===== src/rtl/stack_pkg.sv =====
// Shared encodings for the operand stack: command opcodes, push sources and FSM states.
package stack_pkg;

    typedef enum logic [1:0] {
        OP_NOP  = 2'b00,
        OP_PUSH = 2'b01,
        OP_POP  = 2'b10,
        OP_PEEK = 2'b11
    } op_e;

    typedef enum logic {
        SRC_DATA = 1'b0,
        SRC_ALU  = 1'b1
    } src_e;

    typedef enum logic [1:0] {
        ST_IDLE = 2'b00,
        ST_RD   = 2'b01,
        ST_RSP  = 2'b10
    } state_e;

endpackage


===== src/rtl/stack_ram.sv =====
// Single-port stack storage: synchronous write, registered read with one cycle of latency.
module stack_ram #(
    parameter int DATA_W = 16,
    parameter int DEPTH  = 32,
    parameter int ADDR_W = 5
) (
    input  logic              clock,
    input  logic              we,
    input  logic              re,
    input  logic [ADDR_W-1:0] addr,
    input  logic [DATA_W-1:0] wdata,
    output logic [DATA_W-1:0] rdata
);

    logic [DATA_W-1:0] mem [DEPTH];
    logic [DATA_W-1:0] rdata_q;

    // Contents are deliberately left unreset so the array maps onto a block RAM.
    always_ff @(posedge clock) begin
        if (we) begin
            mem[addr] <= wdata;
        end
        if (re) begin
            rdata_q <= mem[addr];
        end
    end

    assign rdata = rdata_q;

endmodule


===== src/rtl/stack_unit.sv =====
// LIFO operand stack serving push/pop/peek commands from the control unit,
// with registered depth/full/empty status and sticky overflow/underflow flags.
module stack_unit
    import stack_pkg::*;
#(
    parameter int DATA_W = 16,
    parameter int DEPTH  = 32,
    parameter int ADDR_W = 5
) (
    input  logic              clock,
    input  logic              reset,
    input  logic              cmd_valid,
    input  logic [1:0]        cmd_op,
    input  logic              push_src,
    input  logic [DATA_W-1:0] data_in,
    input  logic [DATA_W-1:0] alu_result,
    input  logic              err_clr,
    output logic              cmd_ready,
    output logic              rd_valid,
    output logic [DATA_W-1:0] rd_data,
    output logic              full,
    output logic              empty,
    output logic [ADDR_W:0]   depth,
    output logic              ovf_err,
    output logic              und_err
);

    localparam logic [ADDR_W:0] SP_ONE  = (ADDR_W+1)'(1);
    localparam logic [ADDR_W:0] SP_FULL = (ADDR_W+1)'(DEPTH);

    state_e            state_q, state_d;
    logic [ADDR_W:0]   sp_q, sp_d, sp_m1;
    logic              full_q, full_d;
    logic              empty_q, empty_d;
    logic              ovf_q, ovf_d;
    logic              und_q, und_d;
    logic              rd_valid_q, rd_valid_d;
    logic [DATA_W-1:0] rd_data_q, rd_data_d;

    logic              ram_we, ram_re;
    logic [ADDR_W-1:0] ram_addr;
    logic [DATA_W-1:0] ram_wdata, ram_q;

    assign sp_m1 = sp_q - SP_ONE;

    always_comb begin
        state_d    = state_q;
        sp_d       = sp_q;
        rd_valid_d = 1'b0;
        rd_data_d  = rd_data_q;
        ovf_d      = ovf_q & ~err_clr;
        und_d      = und_q & ~err_clr;
        ram_we     = 1'b0;
        ram_re     = 1'b0;
        ram_addr   = sp_q[ADDR_W-1:0];
        ram_wdata  = (push_src == SRC_ALU) ? alu_result : data_in;

        case (state_q)
            ST_IDLE: begin
                if (cmd_valid) begin
                    case (cmd_op)
                        OP_PUSH: begin
                            if (full_q) begin
                                ovf_d = 1'b1;
                            end else begin
                                ram_we = 1'b1;
                                sp_d   = sp_q + SP_ONE;
                            end
                        end
                        OP_POP, OP_PEEK: begin
                            // Error set takes priority over a coincident err_clr.
                            if (empty_q) begin
                                und_d = 1'b1;
                            end else begin
                                ram_re   = 1'b1;
                                ram_addr = sp_m1[ADDR_W-1:0];
                                state_d  = ST_RD;
                                if (cmd_op == OP_POP) begin
                                    sp_d = sp_m1;
                                end
                            end
                        end
                        default: ;
                    endcase
                end
            end
            ST_RD: begin
                rd_data_d  = ram_q;
                rd_valid_d = 1'b1;
                state_d    = ST_RSP;
            end
            ST_RSP: begin
                state_d = ST_IDLE;
            end
            default: begin
                state_d = ST_IDLE;
            end
        endcase

        full_d  = (sp_d == SP_FULL);
        empty_d = (sp_d == '0);
    end

    always_ff @(posedge clock) begin
        if (reset) begin
            state_q    <= ST_IDLE;
            sp_q       <= '0;
            full_q     <= 1'b0;
            empty_q    <= 1'b1;
            ovf_q      <= 1'b0;
            und_q      <= 1'b0;
            rd_valid_q <= 1'b0;
            rd_data_q  <= '0;
        end else begin
            state_q    <= state_d;
            sp_q       <= sp_d;
            full_q     <= full_d;
            empty_q    <= empty_d;
            ovf_q      <= ovf_d;
            und_q      <= und_d;
            rd_valid_q <= rd_valid_d;
            rd_data_q  <= rd_data_d;
        end
    end

    stack_ram #(
        .DATA_W (DATA_W),
        .DEPTH  (DEPTH),
        .ADDR_W (ADDR_W)
    ) u_ram (
        .clock (clock),
        .we    (ram_we),
        .re    (ram_re),
        .addr  (ram_addr),
        .wdata (ram_wdata),
        .rdata (ram_q)
    );

    assign cmd_ready = (state_q == ST_IDLE);
    assign rd_valid  = rd_valid_q;
    assign rd_data   = rd_data_q;
    assign full      = full_q;
    assign empty     = empty_q;
    assign depth     = sp_q;
    assign ovf_err   = ovf_q;
    assign und_err   = und_q;

endmodule


===== config.mk =====
export PLATFORM = sky130hd
export DESIGN_NAME = stack_unit
export DESIGN_NICKNAME = d
export VERILOG_FILES = /design/src/rtl/stack_pkg.sv /design/src/rtl/stack_ram.sv /design/src/rtl/stack_unit.sv
export SDC_FILE = /design/constraint.sdc
export NUM_CORES = 1
export LEC_CHECK = 0
export ABC_AREA = 0
export ABC_CLOCK_PERIOD_IN_PS = 9900
export CORE_MARGIN = 10
export CORE_UTILIZATION = 55
export CTS_CLUSTER_SIZE = 16
export DETAILED_ROUTE_END_ITERATION = 10
export PLACE_DENSITY = 0.72
export SYNTH_ARGS = -nofsm -noshare
export SYNTH_HDL_FRONTEND = slang
export SYNTH_SLANG_ARGS = --single-unit

===== constraint.sdc =====
create_clock -name clock -period 9.9 [get_ports clock]
set_input_delay 0.99 -clock clock [delete_from_list [all_inputs] [get_ports clock]]
set_output_delay 0.99 -clock clock [all_outputs]
set_load 0.02 [all_outputs]

## Word level (Yosys, flattened, before mapping)

Memories as Yosys holds them, arrays and structs flattened. A register that Yosys moved wholly into a read port is not among the register bits.
Cells that the tools add are included.

- Bits in registers: 29
- RAM bits: 512
- Bits of input ports: 39
- Output and inout port bits: 28
- Logic and storage cells: 60
- Memories: 1

Memories:

| memory | words | bits a word | read ports | clocked after Yosys merged registers in | write ports | line | source |
|---|---|---|---|---|---|---|---|
| u_ram.mem | 32 | 16 | 1 | 1 | 1 | stack_ram.sv:15 | `logic [DATA_W-1:0] mem [DEPTH];` |

- $add $sub $neg: 2
- Equality and inequality tests: 8
- Mux-type cells: 34
- Bitwise logic cells: 3
- Reduce and logical (&&, ||, !) cells: 4

Operator list:

| cell | count |
|---|---|
| 2-to-1 mux 6 bit | 5 |
| 2-to-1 mux 5 bit | 4 |
| 2-to-1 mux 1 bit | 19 |
| 2-to-1 mux 16 bit | 1 |
| case mux 6 bit (2 select lines) | 1 |
| adder 6 x 1 -> 6 bit, second input constant | 1 |
| == test 6 bit, second input constant | 1 |
| zero test 6 bit | 1 |
| 2-to-1 mux 2 bit | 3 |
| subtractor 6 x 1 -> 6 bit, second input constant | 1 |
| == test 2 x 1 -> 1 bit, second input constant | 2 |
| == test 2 bit, second input constant | 2 |
| inequality test 2 bit, second input constant | 2 |
| case mux 2 bit (2 select lines) | 1 |
| AND reduction 3 bit | 1 |
| bitwise AND 1 bit | 2 |
| zero test 2 bit | 1 |
| inequality test 2 x 1 -> 1 bit, second input constant | 1 |
| OR reduction 2 bit | 1 |
| inverter 1 bit | 1 |

## Logic depth before layout (Yosys ltp)

- Depth after elaboration: 7
- Gate-level depth with buffers: 14
- Depth with buffers taken out: 9

## Cells and area by module

From an unflattened synthesis, not the netlist that was laid out.

- Cells, all modules: 1,268
- Area, all modules: 21,730.8 µm²

By module, submodules not included:

| module | times used | cells each | area an instance (µm²) | seq. area each (µm²) |
|---|---|---|---|---|
| stack_ram | 1 | 1,086 | 20,213.1 | 15,855.2 |
| stack_unit | 1 | 182 | 1,517.7 | 580.6 |

## Least setup slack after synthesis

Ideal clock, no wire load.

- Path kind: register -> register
- Start point: register sp_q[0], in the netlist depth[0]
- End point: memory u_ram.mem[2][0] (enable)
- Setup time: 0.388 ns
- Arrival time: 3.419 ns
- Setup slack: 6.093 ns
- Stages on the path, launching flop included: 13
- Path buffers: 6
- Cell sequence: dfxtp_1 inv_1 buf_1 buf_1 ha_1 buf_2 nor3_4 or2_1 buf_4 buf_6 buf_2 nand3_1 nor2_1

- Cells in the longest elaborated chain, start to end: 5

Ends and longest elaborated chain:

| element | line | source |
|---|---|---|
| start, declared | stack_unit.sv:32 | `logic [ADDR_W:0] sp_q, sp_d, sp_m1;` |
| start signal, assigned | stack_unit.sv:116 | `sp_q <= sp_d;` |
| subtractor 6 x 1 -> 6 bit | stack_unit.sv:44 | `assign sp_m1 = sp_q - SP_ONE;` |
| 2-to-1 mux 5 bit | stack_unit.sv:72 | `if (empty_q) begin` |
| 2-to-1 mux 5 bit | stack_unit.sv:61 | `case (cmd_op)` |
| 2-to-1 mux 5 bit | stack_unit.sv:60 | `if (cmd_valid) begin` |
| 2-to-1 mux 5 bit (*) | stack_unit.sv:58 | `case (state_q)` |
| end, declared | stack_ram.sv:15 |  |

Mark *: on every way between the ends. The rest lies on a longest branch, timed or not.

## Worst setup path in the final report

- Start point: input cmd_valid
- End point: memory u_ram.mem[18][13] (enable)

- Cells in the longest elaborated chain, start to end: 4
- Elaborated cells on any way between the ends: 6
- Classes of those cells: mux (6)

Ends and longest elaborated chain:

| element | line | source |
|---|---|---|
| start, declared | stack_unit.sv:12 | `input logic cmd_valid,` |
| 2-to-1 mux 1 bit | stack_unit.sv:60 |  |
| 2-to-1 mux 1 bit | stack_unit.sv:58 |  |
| 2-to-1 mux 1 bit | stack_ram.sv:20 | `if (we) begin` |
| 2-to-1 mux 1 bit (implied by the code) | stack_ram.sv:21 | `mem[addr] <= wdata;` |

Several ways; a longest one is shown, not always the timed one.

==> impl_metrics.tcl <==
set metrics [dict create \
    timing.rr.start "depth[1]$_SDFF_PP0_" \
    fin_ws_ps 5080 \
    grt_pass1_vias 14900 \
    gp_congestion 0.824 \
    required_ps 10200 \
    critPathLaunch "cmd_valid" \
    ff2ff_setup_slack_ps 5130 \
    worstSetupPathType "input pin to register" \
    drc 0 \
    grt_pass1_wl_mm 92.0 \
    finalSetupViolations 0 \
    synth_cells 1679 \
    critPathBufInv 5 \
    vias 15200 \
    avgSynthCellArea_um2 14.4 \
    coreArea_um2 43300 \
    fmax_ghz 0.207 \
    yosysTopAreaCellShare 0.655 \
    track_usage 0.227 \
    antenna_found_initial 2 \
    clock_latency_ps 610 \
    dieHeight_um 230 \
    holdCritStartpoint "rd_data[2]$_SDFFE_PP0P_" \
    tightest_slew_ps 1160 \
    dp_cells 2260 \
    synth_edf_count 528 \
    ant_nets 0 \
    cpMaxStageDelayCell "nor2_1" \
    synth_nets 1720 \
    grt_max_degree 91 \
    post-dp-hpwl_mm 36.2 \
    post-route-util 0.627 \
    cts_root_buf "clkbuf_16" \
    peakVddDrop_mv 0.128 \
    slew_headroom 0.221 \
    drt_pass1_iterations 5 \
    drt_iter0_drc 2062 \
    synthMostInstantiatedCell "edfxtp_1" \
    rsz0062_at_grt "false" \
    die_x_um 230 \
    drive_above_1_share 0.124 \
    cts_resized 0 \
    ios 67 \
    layout.nets 1771 \
    critPathTopFamily "buffers and inverters" \
    crit_path_frequent_cell "buf_4" \
    final_cells 2357 \
    dp_slack_ps 4500 \
    cp.arrival_ps 5120 \
    synth-seq-cells 557 \
    start_kind "input pin" \
    hold_buffers 0 \
    rows 76 \
    final.setup.tns_ps 0 \
    drv_cap 0 \
    final-hold-violation-count 0 \
    post_cts_buffers 0 \
    synth_top_cell_by_area "edfxtp_1" \
    synth_cell_types 65 \
    cts_sinks 557 \
    port_buffers 66 \
    cp_max_fo 62 \
    status "complete, no violations" \
    via_per_inst 6.47 \
    syn_area_um2 24200 \
    synth.yosys.seq_area_share 0.679 \
    fin_crit_ps 4820 \
    area_delta_synth_final_pct 12.0 \
    report.final.slew_viol_count 0 \
    leakagePower_uw 0.00844 \
    crit_path_end_kind "register" \
    cts_buffers 53 \
    grt-ovfl-total 0 \
    finalWirelength_mm 61.7 \
    clock_skew_ps 29.4 \
    die_area_um2 52800 \
    start_util 0.560 \
    tritoncts "built" \
    synth_commonest_cells "edfxtp_1, nand2_1, mux2i_1" \
    hold_path_class "register to register" \
    p_per_area_nw_per_um2 190 \
    path_clk_slew_ps 60 \
    htreeDepth 2 \
    synthArstFlopShare 0 \
    ys_warn_count 0 \
    fin_crit_sh 0.487 \
    cts_buffer_depth 3 \
    ys.flop_type "edfxtp_1" \
    synth_area_leaders "edfxtp_1, mux2i_1, nand2_1" \
    path_cells "clkdlybuf4s50_1, nor3b_2, nand2_2, inv_2, buf_4, a32oi_2, buf_4, nand2b_1, nor2_1, buf_4" \
    max_stage_delay_ps 790 \
    wl_per_cell_um 26.2 \
]
[layout by cell type (no fill, tap or decap), drive strengths merged, types with 27 or more instances in the layout]
master         instances
mux4                  42
clkbuf                72
a21oi                 54
nor2                  62
a221oi                27
clkdlybuf4s50         66
nand2                264
mux2i                199
buf                   49
edfxtp               528
a31oi                 34
a32oi                 28
dfxtp                 29
nand3                 87
[through the flow]
step / instance area (um^2) / power (uW) / hold slack [ps]
2_1_floorplan: 24200 / 3090 / 471
3_3_place_gp: 25500 / 3270 / 445
3_5_place_dp: 25500 / 3290 / 449
4_1_cts: 27100 / 5180 / 458
5_1_grt: 27100 / 5310 / 478
6_report: 27100 / 5160 / 457
[cells by family (layout without fill, tap and decap cells)]
logic type      count (synthesis)  in the layout  share of synthesized area
compound gates                252            252                     0.0753
flops                         557            557                      0.679
simple gates                  470            470                     0.0857
xor+xnor                       10             10                    0.00455
other cells                     0              1                          0
fa+ha+maj                       2              2                    0.00103
mux                           262            262                      0.131
buf+inv                       126            218                     0.0237
[worst register-to-register path, cell delays in order (launching register included)]
cell     delay, ps
dfxtp_4        550
inv_1          210
ha_4           500
nor3_4         780
or2_4          620
buf_4          670
buf_4          580
mux2i_1        310
a32oi_1         80
nand3_1        130
nand3_1         90
[path summary, 6_finish.rpt]
path,cells past startpoint,end
max reg2reg,10,u_ram.rdata[12]$_DFFE_PP_
min,2,rd_data[2]$_SDFFE_PP0P_
min reg2reg,2,rd_data[2]$_SDFFE_PP0P_
max,10,u_ram.mem[18][13]$_DFFE_PP_
[power by group]
part	switching (uW)	total [uW]	internal, uW	leakage (uW)
sequential	16.2	2630	2610	0.00498
combinational	394	613	219	0.00265
clock	838	1920	1080	0.000809
[per-layer routing]
metal  vias to the layer above  GRT usage  wire [um]  part of all wire
li1                       6635          -          -                 -
met1                      7676      0.310      24400              0.40
met2                       829      0.355      28800              0.47
met3                       106     0.0483       6630              0.11
met4                         2     0.0832       1780             0.029
met5                         -          0         11           0.00018
[sequential cells by signal (all words and copies together) (netlist names)]
name,cells
state_q,2
und_err,1
full,1
rd_data,16
u_ram.rdata,16
ovf_err,1
u_ram.mem,512
rd_valid,1
depth,6
empty,1
[area by class of cell]
class                      count  area (um^2)
multi-input combinational    996         7270
tap                          585          732
clock buffer                  72         1460
inverter                       7         26.3
timing repair buffer         115         1030
clock inverter                24          169
sequential                   557        16400
fill                        3131        16100
antenna                        1         2.50
Power figures use the tool's default switching activity.
